==> src/rtl/tpu_result_reader.sv <==
// Read-back engine for the per-batch output SRAMs: walks every row of every batch,
// fetches it with a one-cycle read and streams it out one column word at a time.
module tpu_result_reader #(
    parameter int ARRAY_SIZE     = 8,
    parameter int BATCH_SIZE     = 3,
    parameter int OUT_DATA_WIDTH = 16,
    parameter int NUM_ROWS       = 2*ARRAY_SIZE-1,
    parameter int MATRIX_BITS    = $clog2(2*ARRAY_SIZE-1),
    parameter int BATCH_BITS     = (BATCH_SIZE > 1) ? $clog2(BATCH_SIZE) : 1,
    parameter int COL_BITS       = (ARRAY_SIZE > 1) ? $clog2(ARRAY_SIZE) : 1
) (
    input  logic                                           clk,
    input  logic                                           srstn,
    input  logic                                           start,
    output logic                                           busy,
    output logic                                           done,
    output logic [MATRIX_BITS-1:0]                         sram_raddr,
    output logic [BATCH_SIZE-1:0]                          sram_csb_n,
    input  logic [BATCH_SIZE*ARRAY_SIZE*OUT_DATA_WIDTH-1:0] sram_rdata_packed,
    output logic                                           out_valid,
    input  logic                                           out_ready,
    output logic [OUT_DATA_WIDTH-1:0]                      out_data,
    output logic [BATCH_BITS-1:0]                          out_batch,
    output logic [MATRIX_BITS-1:0]                         out_row,
    output logic [COL_BITS-1:0]                            out_col,
    output logic                                           out_last
);

    localparam int ROW_W = ARRAY_SIZE*OUT_DATA_WIDTH;
    localparam logic [BATCH_BITS-1:0]  BATCH_MAX = BATCH_BITS'(BATCH_SIZE-1);
    localparam logic [MATRIX_BITS-1:0] ROW_MAX   = MATRIX_BITS'(NUM_ROWS-1);
    localparam logic [COL_BITS-1:0]    COL_MAX   = COL_BITS'(ARRAY_SIZE-1);

    typedef enum logic [1:0] {
        IDLE = 2'd0,
        RD   = 2'd1,
        WAIT = 2'd2,
        SEND = 2'd3
    } state_t;

    state_t                    state_r, state_s;
    logic [BATCH_BITS-1:0]     batch_r, batch_s;
    logic [MATRIX_BITS-1:0]    row_r, row_s;
    logic [COL_BITS-1:0]       col_r, col_s;
    logic [ROW_W-1:0]          row_buf_r, buf_s;
    logic [OUT_DATA_WIDTH-1:0] out_data_r, out_data_s;
    logic [BATCH_SIZE-1:0]     csb_r, csb_s;
    logic                      busy_r, done_r, valid_r, last_r, hs_s;

    function automatic logic is_last(input logic [BATCH_BITS-1:0] b,
                                     input logic [MATRIX_BITS-1:0] r,
                                     input logic [COL_BITS-1:0] c);
        return (b == BATCH_MAX) && (r == ROW_MAX) && (c == COL_MAX);
    endfunction

    // Next state, next counters and row-buffer capture.
    always_comb begin
        state_s = state_r;
        batch_s = batch_r;
        row_s   = row_r;
        col_s   = col_r;
        buf_s   = row_buf_r;
        hs_s    = 1'b0;
        case (state_r)
            IDLE: begin
                // The done cycle still belongs to the finished transfer, so start waits one more cycle.
                if (start && !done_r) begin
                    state_s = RD;
                    batch_s = BATCH_BITS'(0);
                    row_s   = MATRIX_BITS'(0);
                    col_s   = COL_BITS'(0);
                end else begin
                    state_s = IDLE;
                end
            end
            RD: state_s = WAIT;
            WAIT: begin
                buf_s   = sram_rdata_packed[batch_r*ROW_W +: ROW_W];
                state_s = SEND;
            end
            SEND: begin
                if (out_ready) begin
                    hs_s = 1'b1;
                    if (col_r != COL_MAX) begin
                        col_s = col_r + COL_BITS'(1);
                    end else begin
                        col_s = COL_BITS'(0);
                        if (row_r != ROW_MAX) begin
                            row_s = row_r + MATRIX_BITS'(1);
                        end else begin
                            row_s   = MATRIX_BITS'(0);
                            batch_s = (batch_r == BATCH_MAX) ? BATCH_BITS'(0) : batch_r + BATCH_BITS'(1);
                        end
                    end
                    if (is_last(batch_r, row_r, col_r)) begin
                        state_s = IDLE;
                    end else if (col_r == COL_MAX) begin
                        state_s = RD;
                    end else begin
                        state_s = SEND;
                    end
                end else begin
                    state_s = SEND;
                end
            end
            default: state_s = IDLE;
        endcase
    end

    // Output values for the coming cycle, derived from the next state.
    always_comb begin
        csb_s      = {BATCH_SIZE{1'b1}};
        out_data_s = buf_s[col_s*OUT_DATA_WIDTH +: OUT_DATA_WIDTH];
        for (int b = 0; b < BATCH_SIZE; b++) begin
            if ((state_s == RD) && (batch_s == BATCH_BITS'(b))) begin
                csb_s[b] = 1'b0;
            end else begin
                csb_s[b] = 1'b1;
            end
        end
    end

    // State, counters, row buffer and registered outputs.
    always_ff @(posedge clk) begin
        if (!srstn) begin
            state_r    <= IDLE;
            batch_r    <= BATCH_BITS'(0);
            row_r      <= MATRIX_BITS'(0);
            col_r      <= COL_BITS'(0);
            row_buf_r  <= {ROW_W{1'b0}};
            out_data_r <= {OUT_DATA_WIDTH{1'b0}};
            csb_r      <= {BATCH_SIZE{1'b1}};
            busy_r     <= 1'b0;
            done_r     <= 1'b0;
            valid_r    <= 1'b0;
            last_r     <= 1'b0;
        end else begin
            state_r   <= state_s;
            batch_r   <= batch_s;
            row_r     <= row_s;
            col_r     <= col_s;
            row_buf_r <= buf_s;
            csb_r     <= csb_s;
            busy_r    <= (state_s != IDLE);
            done_r    <= hs_s && is_last(batch_r, row_r, col_r);
            valid_r   <= (state_s == SEND);
            last_r    <= (state_s == SEND) && is_last(batch_s, row_s, col_s);
            if (state_s == SEND) begin
                out_data_r <= out_data_s;
            end else begin
                out_data_r <= out_data_r;
            end
        end
    end

    assign busy       = busy_r;
    assign done       = done_r;
    assign sram_raddr = row_r;
    assign sram_csb_n = csb_r;
    assign out_valid  = valid_r;
    assign out_data   = out_data_r;
    assign out_batch  = batch_r;
    assign out_row    = row_r;
    assign out_col    = col_r;
    assign out_last   = last_r;

endmodule

==> config.mk <==
export PLATFORM = sky130hd
export DESIGN_NAME = tpu_result_reader
export DESIGN_NICKNAME = d
export VERILOG_FILES = /design/src/rtl/tpu_result_reader.sv
export SDC_FILE = /design/constraint.sdc
export NUM_CORES = 1
export LEC_CHECK = 0
export BUFFER_PORTS_ARGS = -buffer_cell sky130_fd_sc_hd__buf_4
export CORE_MARGIN = 10
export CORE_UTILIZATION = 45
export DETAILED_ROUTE_END_ITERATION = 7
export GPL_ROUTABILITY_DRIVEN = 0
export PLACE_DENSITY = 0.89
export SYNTH_ARGS = -nofsm -noshare
export SYNTH_HDL_FRONTEND = slang
export SYNTH_SLANG_ARGS = --single-unit
==> constraint.sdc <==
create_clock -name clk -period 2.8 [get_ports clk]
set_input_delay 0.14 -clock clk [delete_from_list [all_inputs] [get_ports clk]]
set_output_delay 0.14 -clock clk [all_outputs]
set_load 0.05 [all_outputs]
* Yosys cells after proc, flatten, opt, wreduce, memory -nomap -nowiden
Index checks and enable logic that the tools add are counted.
Word-level totals: register bits after elaboration 162, input bits 388, output and inout bits 36, word-level logic and storage cells 70
Cells by class: $add $sub $neg 3, equal/unequal tests 14, shift operators 2, muxes and demuxes 26, reduce and logical (&&, ||, !) cells 14
Operators with widths (count):
- variable part select 384 x 10 -> 128 bit | 1
- two-way mux 128 bit | 1
- variable part select 128 x 8 -> 16 bit | 1
- two-way mux 2 bit | 8
- two-way mux 4 bit | 4
- equality test 2 bit (second input constant) | 5
- logical AND 1 bit | 10
- two-way mux 3 bit | 3
- equality test 4 bit (second input constant) | 2
- one-hot mux 2 bit (4 select lines) | 1
- one-hot mux 4 bit (2 select lines) | 1
- equality test 2 x 1 -> 1 bit (second input constant) | 3
- equality test 3 bit (second input constant) | 2
- two-way mux 1 bit | 6
- one-hot mux 3 bit (2 select lines) | 1
- adder 4 x 1 -> 4 bit (second input constant) | 1
- logical NOT 2 bit | 2
- != test 4 bit (second input constant) | 1
- one-hot mux 2 bit (2 select lines) | 1
- adder 3 x 1 -> 3 bit (second input constant) | 1
- != test 3 bit (second input constant) | 1
- adder 2 x 1 -> 2 bit (second input constant) | 1
- nonzero test 2 bit | 1
- logical NOT 1 bit | 1

* Longest topological paths before layout
Gate-level depths: netlist of the first run.
word-level depth 10, mapped depth 12, gate-level depth less buffers 8

* Worst setup path before layout of the first run
Ideal clock, no wire load.
kind register -> register, start point register col_r[0], in the netlist out_col[0], end point register out_data_r[10], in the netlist out_data[10], setup time 0.064 ns, data arrival time 2.332 ns, required time 2.736 ns, slack 0.404 ns, stages on the path, launching flop included 10, buffers on the path 1, clock period less this slack 2.396 ns, path through dfxtp_1 > ha_1 > ha_1 > a21boi_2 > a2bb2oi_4 > nand4b_4 > nor3_2 > buf_4 > a22oi_2 > nand4_1
On the way: longest elaborated chain between the ends 6, elaborated cells between the ends (all ways) 14, those cells by class add/sub: 1; eq/ne: 3; shift: 1; mux: 8; reduce/logical: 1
RTL lines:
- from (decl) | RTL line 44 | logic [COL_BITS-1:0] col_r, col_s;
- from (signal assigned) | RTL line 141 | col_r <= col_s;
- parallel branches: the longest is 6 deep, another holds adder 3 x 1 -> 3 bit
- to (signal assigned) | RTL line 131 | out_data_r <= {OUT_DATA_WIDTH{1'b0}};
- to (signal assigned) | RTL line 149 | out_data_r <= out_data_s;
- to (signal assigned) | RTL line 151 | out_data_r <= out_data_r;
- to (decl) | RTL line 46 | logic [OUT_DATA_WIDTH-1:0] out_data_r, out_data_s;
Several ways; the timed one is not identified. A chain may end at the register's enable or synchronous reset.

* Worst setup path in the final report of the first run
start point register state_r[0], end point register out_data_r[5], in the netlist out_data[5]
On the way: longest elaborated chain between the ends 3, elaborated cells between the ends (all ways) 9, those cells by class eq/ne: 4; shift: 1; mux: 3; reduce/logical: 1
RTL lines:
- from (decl) | RTL line 41 | state_t state_r, state_s;
- from (signal assigned) | RTL line 138 | state_r <= state_s;
- equality test 2 bit, or another cell as far along | RTL line 64 | case (state_r)
- one-hot mux 3 bit (2 select lines), or another cell as far along | RTL line 64
- variable part select 128 x 8 -> 16 bit or equality test 2 bit (tied branches) | RTL line 113, 148
Several ways; a longest one is shown, not always the timed one.

==> out/metrics.csv, run 1 <==
stage;metric;value;unit
synthesis;top-area cell type share of the netlist area;33.6;%
sta;period utilisation layout;94.0;%
drt;met2 WL;19.0;mm
pwr;sequential share of power;36.9;%
layout;Final nets;1936;
drt;drt first-iter violations;824;
global_routing;largest net degree at the start of global routing;160;
layout;Finished Layout Cells;1826;
pwr;leak pwr;5.81;nW
status;status;finished, final reports clean;
synthesis;Ys Warns;0;
pwr;Comb power frac;31.2;%
min_path;hold path cells;2;
synthesis;post-synth top area cell;dfxtp_1;
sta;Final Max Tran Viols;0;
sta;setup TNS;0;ns
sta;clock skew;0.00632;ns
layout;Area growth syn-to-layout;41.0;%
pwr;PwrDens;547;mW/mm2
clock_tree;cts hold-fix bufs;0;
placed_design;DP HPWL;29.9;mm
worst_setup_path;reg2reg setup slack;0.17;ns
global_routing;total gr overflow;0;
layout;share of layout cells above drive strength 1;32.9;%
floorplan;Ports;424;
synthesis;syn_area_per_cell;8.14;um2
worst_setup_path;CP Class;reg2reg;
global_routing;number of global-route vias before repair;10310;
synthesis;register area share after synthesis;33.6;%
layout;Fillers;1736;
drt;vias;10275;
sta;worst slew pin tran;0.890;ns
drt;Vias/cell;5.63;
drt;Met3 Wirelength;2.92;mm
pwr;Worst VDD drop;0.449;mV
global_routing;antenna violations before repair;0;
pwr;clock group share of total power;31.9;%
clock_tree;clock root buffer;clkbuf_16;
clock_tree;CTS H-Tree Depth;4;
floorplan;die height;167;um
worst_setup_path;CP Capture Type;flop;
worst_setup_path;Crit path required time;3.09;ns
min_path;worst min-delay path startpoint;srstn;
drt;WL final;38.6;mm
clock_tree;Clock Sinks;162;
worst_setup_path;Arr. time, crit path;2.93;ns
sta;unrepaired setup endpoints after global routing;false;
placed_design;PortBufs;423;
synthesis;asr flop ratio synth;0;%
worst_setup_path;Reg2Reg Capture Point;out_data[5];
sta;Max-slew headroom;40.6;%
synthesis;Mapped Cells;1186;
drt;Remaining DRCs;0;
worst_setup_path;CP Launch Type;flop;
placed_design;placed cells;1791;
synthesis;Seq cells post-synth;162;
flow_run;max cap viols;0;
floorplan;Core ar.;0.0211;mm2
pwr;switching power;2.37;mW
clock_tree;Clock Pin Slew Worst Setup and Hold Paths;0.06;ns
global_routing;first-pass GRT wire length;57.7;mm
synthesis;top cells by area, synth;dfxtp_1, mux2i_1, o221ai_1, o21ai_0, nor2_1;
drt;M1 wire length;15.8;mm
drt;routed length per placed instance;21.2;um
sta;# setup viols final;0;
synthesis;Post-synth EDFFs;0;
drt;router iterations before antenna repair;7;
worst_setup_path;CP Max Fanout;100;
floorplan;Die Area;0.0277;mm2
global_routing;Total Routing Usage GR;25.8;%
synthesis;Net Count, Synth;1581;
sta;min Tclk post-route;2.63;ns
synthesis;most frequent cell after synthesis;nor2_1;
pwr;Cell Int Power;5.08;mW
pwr;switching share of total power;31.8;%
synthesis;ys flop type;dfxtp_1;
drt;post-route ant nets;0;
sta;fmax;380;MHz
sta;worst hold margin;0.0587;ns
clock_tree;CTS tree;done;
min_path;worst hold path type;in2reg;
synthesis;cell area after synthesis;0.00966;mm2
sta;final hold vios;0;
floorplan;die width;167;um
clock_tree;clk_lat worst skew;0.43;ns
drt;top sig layer;met4;
floorplan;Cell Rows;53;
synthesis;Netlist cell types;62;
clock_tree;Num CTS Buffers;17;
placed_design;Placed Instance Area;0.0129;mm2
worst_setup_path;FF-to-FF path depth;8;
layout;ANT cells;0;
synthesis;Synth top cells by count;nor2_1, dfxtp_1, mux2i_1;
clock_tree;Clock Tree Buf Depth;2;
worst_setup_path;worst r2r src;state_r[0];
layout;post-route cell area;0.0136;mm2
floorplan;Initial Utilization;45.8;%
min_path;WHS Endpoint;out_row[1];
[worst max-delay path, stage by stage, from the launching register on]
cell and delay [ns]:
dfxtp_1 0.31, inv_1 0.18, ha_4 0.21, buf_4 0.68, o221ai_1 0.30, o21ai_0 0.21
nor2_1 0.10, o21ai_0 0.31, nand4_1 0.13
[cell families (layout without fill, tap and decap cells)]
family	Yosys count	after routing	synth area share [%]
adders and majority gates	7	7	0.907
AOI/OAI and AO/OA	333	333	24.4
buffers and inverters	238	603	10.4
muxes	163	163	16.9
DFF	162	162	33.6
and+or+nand+nor	283	283	13.8
[per-stage QoR]
step	setup WS, ns	total power [mW]	utilization [%]
2_1_floorplan	0.404	4.09	-
3_3_place_gp	0.00626	5.00	61.2
3_5_place_dp	-0.188	5.05	61.2
4_1_cts	0.114	7.41	64.2
5_1_grt	0.00933	7.81	64.6
6_report	0.168	7.45	64.6
[power groups by stage]
stage               Combinational (mW)  Clock [mW]  Sequential [mW]
floorplan                         1.21           0             2.88
CTS                               2.28        2.38             2.75
finish                            2.32        2.38             2.75
global placement                  2.22           0             2.78
detailed placement                2.26           0             2.79
global route                      2.54        2.50             2.78
[area by class of cell]
type,count,area [um2],area share (%)
clock buffer,23,488,3.58
inverter,128,483,3.55
multi-input combinational,786,5460,40.1
clock inverter,6,105,0.772
sequential,162,3250,23.9
timing repair buffer,446,3490,25.6
tap,275,344,2.53
[routing by layer]
| layer | GRT usage, % | vias to the layer above |
|---|---|---|
| li1 | - | 4921 |
| met1 | 30.0 | 4823 |
| met2 | 44.7 | 473 |
| met3 | 7.34 | 58 |
| met4 | 7.94 | 0 |
| met5 | 0 | - |
[cell usage in the layout (no fill, tap or decap), types with 10 or more instances in the layout]
cell,n
a22oi_2,10
nor2_1,193
inv_1,127
o21ai_0,151
buf_4,435
mux2i_1,158
dfxtp_1,160
nand4_1,16
clkbuf_16,18
o221ai_1,121
nand2_1,23
[how the worst max path moves through the flow]
stage	startpoint	end	slack, ns	depth (start not counted)
finish	state_r[0]	out_data[5]	0.17	8
global route	state_r[0]	out_data[14]	0.009	9
CTS	state_r[1]	out_data[6]	0.11	9
detailed placement	state_r[1]	out_data[15]	-0.19	8
global placement	state_r[1]	out_data[15]	0.006	8
floorplan	out_col[0]	out_data[10]	0.40	9
[sequential cells by signal, summed over array words and instances, names as in the netlist, 2 cells and up]
| name | cells |
|---|---|
| row_buf_r | 128 |
| out_data | 16 |
| out_row | 4 |
| out_col | 3 |
| sram_csb_n | 3 |
| out_batch | 2 |
| state_r | 2 |
[what timing repair did]
item,4_1_cts,5_1_grt
cloned,0,1
setup endpoints to repair,15,16
resized for setup,2,7
pin swaps,1,3
setup buffers,3,2
(Power assumes the default switching activity.)
==> run 2: changes to the inputs <==
Settings changed: CORE_UTILIZATION 45 to 30, PLACE_DENSITY 0.89 to 0.67.
==> run 2 against run 1 <==
  * Via count shrank 3.8%
  * Critical path depth grew 1
  * Clock skew grew 0.0022 ns
  * Total power grew 3.0%
  * Register-to-register slack lost 0.06 ns
  * Setup slack lost 0.056 ns
  * Combinational power grew 3%
  * Maximum frequency shrank 2.1%
  * Design area grew 1.7%
  * Critical path type unchanged
==> out/metrics.csv, run 2 (same netlist as run 1, synthesis figures left out) <==
stage;metric;value;unit;change
status;status;finished, final reports clean;;unchanged
sta;# setup viols final;0;;unchanged
pwr;leak pwr;5.85;nW;was 5.81 nW
drt;drt first-iter violations;541;;was 824
floorplan;Ports;424;;unchanged
worst_setup_path;reg2reg setup slack;0.11;ns;was 0.17 ns
global_routing;first-pass GRT wire length;59.2;mm;was 57.7 mm
global_routing;largest net degree at the start of global routing;167;;was 160
drt;post-route ant nets;0;;unchanged
layout;Fillers;3135;;was 1736
clock_tree;CTS H-Tree Depth;4;;unchanged
worst_setup_path;Arr. time, crit path;3.06;ns;was 2.93 ns
layout;commonest non-fill, non-tap cell in the layout;buf_4;;unchanged
global_routing;total gr overflow;0;;unchanged
layout;sequential cell area;0.00325;mm2;unchanged
layout;ANT cells;0;;unchanged
pwr;Final Power;7.67;mW;was 7.45 mW
floorplan;Die Area;0.0398;mm2;was 0.0277 mm2
clock_tree;Clock Pin Slew Worst Setup and Hold Paths;0.07;ns;was 0.06 ns
clock_tree;Clock Sinks;162;;unchanged
pwr;clock group share of total power;32.9;%;was 31.9%
clock_tree;CTS tree;done;;unchanged
floorplan;die height;199;um;was 167 um
layout;Area growth syn-to-layout;43.4;%;was 41.0%
pwr;Worst VDD drop;0.391;mV;was 0.449 mV
min_path;worst hold path type;in2reg;;unchanged
worst_setup_path;CP Max Fanout;22;;was 100
worst_setup_path;slowest stage delay, CP;0.46;ns;was 0.68 ns
global_routing;Total Routing Usage GR;19.2;%;was 25.8%
worst_setup_path;CP Class;reg2reg;;unchanged
drt;router iterations before antenna repair;5;;was 7
floorplan;Core ar.;0.0316;mm2;was 0.0211 mm2
worst_setup_path;CP Capture Type;flop;;unchanged
drt;WL final;40.6;mm;was 38.6 mm
drt;Vias/cell;5.05;;was 5.63
sta;worst hold margin;0.0535;ns;was 0.0587 ns
clock_tree;clock root buffer;clkbuf_16;;unchanged
layout;share of layout cells above drive strength 1;33.3;%;was 32.9%
layout;Multi-input gate area;0.00547;mm2;was 0.00546 mm2
pwr;switching share of total power;33.1;%;was 31.8%
sta;worst slew pin tran;0.706;ns;was 0.890 ns
pwr;PwrDens;554;mW/mm2;was 547 mW/mm2
pwr;Comb power frac;31.3;%;was 31.2%
drt;routed length per placed instance;20.8;um;was 21.2 um
global_routing;grt met2 use;33.0;%;was 44.7%
layout;max FFs per register;128;;unchanged
placed_design;DP HPWL;32.2;mm;was 29.9 mm
sta;final hold vios;0;;unchanged
global_routing;routing usage on met1;23.5;%;was 30.0%
clock_tree;Num CTS Buffers;17;;unchanged
sta;min Tclk post-route;2.69;ns;was 2.63 ns
global_routing;GRT Max-Usage Layer;met2;;unchanged
flow_run;max cap viols;0;;unchanged
floorplan;die width;199;um;was 167 um
sta;period utilisation layout;96.0;%;was 94.0%
sta;Final Max Tran Viols;0;;unchanged
sta;fmax;372;MHz;was 380 MHz
global_routing;antenna violations before repair;0;;unchanged
layout;commonest cells after routing, fill and taps aside;buf_4, nor2_1, dfxtp_1;;unchanged
clock_tree;clk_lat worst skew;0.43;ns;about the same
pwr;Cell Int Power;5.14;mW;was 5.08 mW
global_routing;number of global-route vias before repair;10147;;was 10310
drt;Remaining DRCs;0;;unchanged
worst_setup_path;CP Launch Type;flop;;unchanged
floorplan;Cell Rows;65;;was 53
global_routing;met3 Use GR;5.40;%;was 7.34%
layout;Final nets;1937;;was 1936
sta;clock skew;0.00856;ns;was 0.00632 ns
floorplan;Initial Utilization;30.5;%;was 45.8%
layout;largest register by flop count;row_buf_r;;unchanged
pwr;sequential share of power;35.7;%;was 36.9%
worst_setup_path;Worst path slowest cell;mux2i_1;;was buf_4
clock_tree;Clock Tree Buf Depth;2;;unchanged
sta;Max-slew headroom;52.9;%;was 40.6%
worst_setup_path;crit-path cells;inv_1, ha_1, nor4b_2, o21ai_1, o21ai_4, buf_12, mux2i_1, a22oi_2, nand4_1;;was inv_1, ha_4, buf_4, o221ai_1, o21ai_0, nor2_1, o21ai_0, nand4_1
worst_setup_path;Crit path required time;3.17;ns;was 3.09 ns
pwr;switching power;2.54;mW;was 2.37 mW
drt;vias;9885;;was 10275
placed_design;PortBufs;423;;unchanged
## run 2: worst max-delay path, delay by kind of cell (launching register included)
kind | cells | cell delay, ns
AOI/OAI and AO/OA | 3 | 0.51
adders and majority gates | 1 | 0.45
buffers and inverters | 2 | 0.39
DFF | 1 | 0.42
muxes | 1 | 0.46
and+or+nand+nor | 2 | 0.40
## run 2: layout make-up
type	count	area share [%]
tap	402	3.63
sequential	162	23.5
clock buffer	19	3.27
multi-input combinational	786	39.5
inverter	128	3.49
timing repair buffer	447	25.4
clock inverter	12	1.29
## run 2: worst paths after layout
kind,depth (start not counted),startpoint,endpoint
setup / recovery,9,state_r[1],out_data[7]
hold / removal,2,srstn,out_row[1]
setup reg to reg,9,state_r[1],out_data[7]
hold reg to reg,1,row_buf_r[62],row_buf_r[62]
## run 2: power by group through the flow
| stage | logic (mW) | clock network, mW | registers (mW) |
|---|---|---|---|
| 6_report | 2.40 | 2.53 | 2.74 |
| 5_1_grt | 2.64 | 2.68 | 2.78 |
| 4_1_cts | 2.41 | 2.58 | 2.74 |
| 3_5_place_dp | 2.40 | 0 | 2.79 |
| 3_3_place_gp | 2.39 | 0 | 2.79 |
| 2_1_floorplan | 1.21 | 0 | 2.88 |
## run 2: repair_timing
action | CTS | global route
resized for setup | 1 | 4
pin swaps | 1 | 1
endpoints found under the setup margin | 15 | 15
setup buffers | 1 | 2
hold buffers | 0 | 0
## run 2: through the flow
stage               setup TNS, ns  utilization, %  cell area [um2]  instances  setup WS (ns)
floorplan                       0               -             9660       1186          0.404
global placement           -0.144            41.5            13100       1922        -0.0362
detailed placement          -1.92            41.5            13100       1922         -0.222
CTS                             0            43.6            13800       1954         0.0335
global route             -0.00618            43.8            13900       1956       -0.00618
finish                          0            43.8            13900       1956          0.112
## run 2: metal layers
metal	part of all wire (%)	vias up
met5	0	-
met4	0.87	0
met3	7.9	19
met2	49	344
met1	42	4587
li1	-	4935
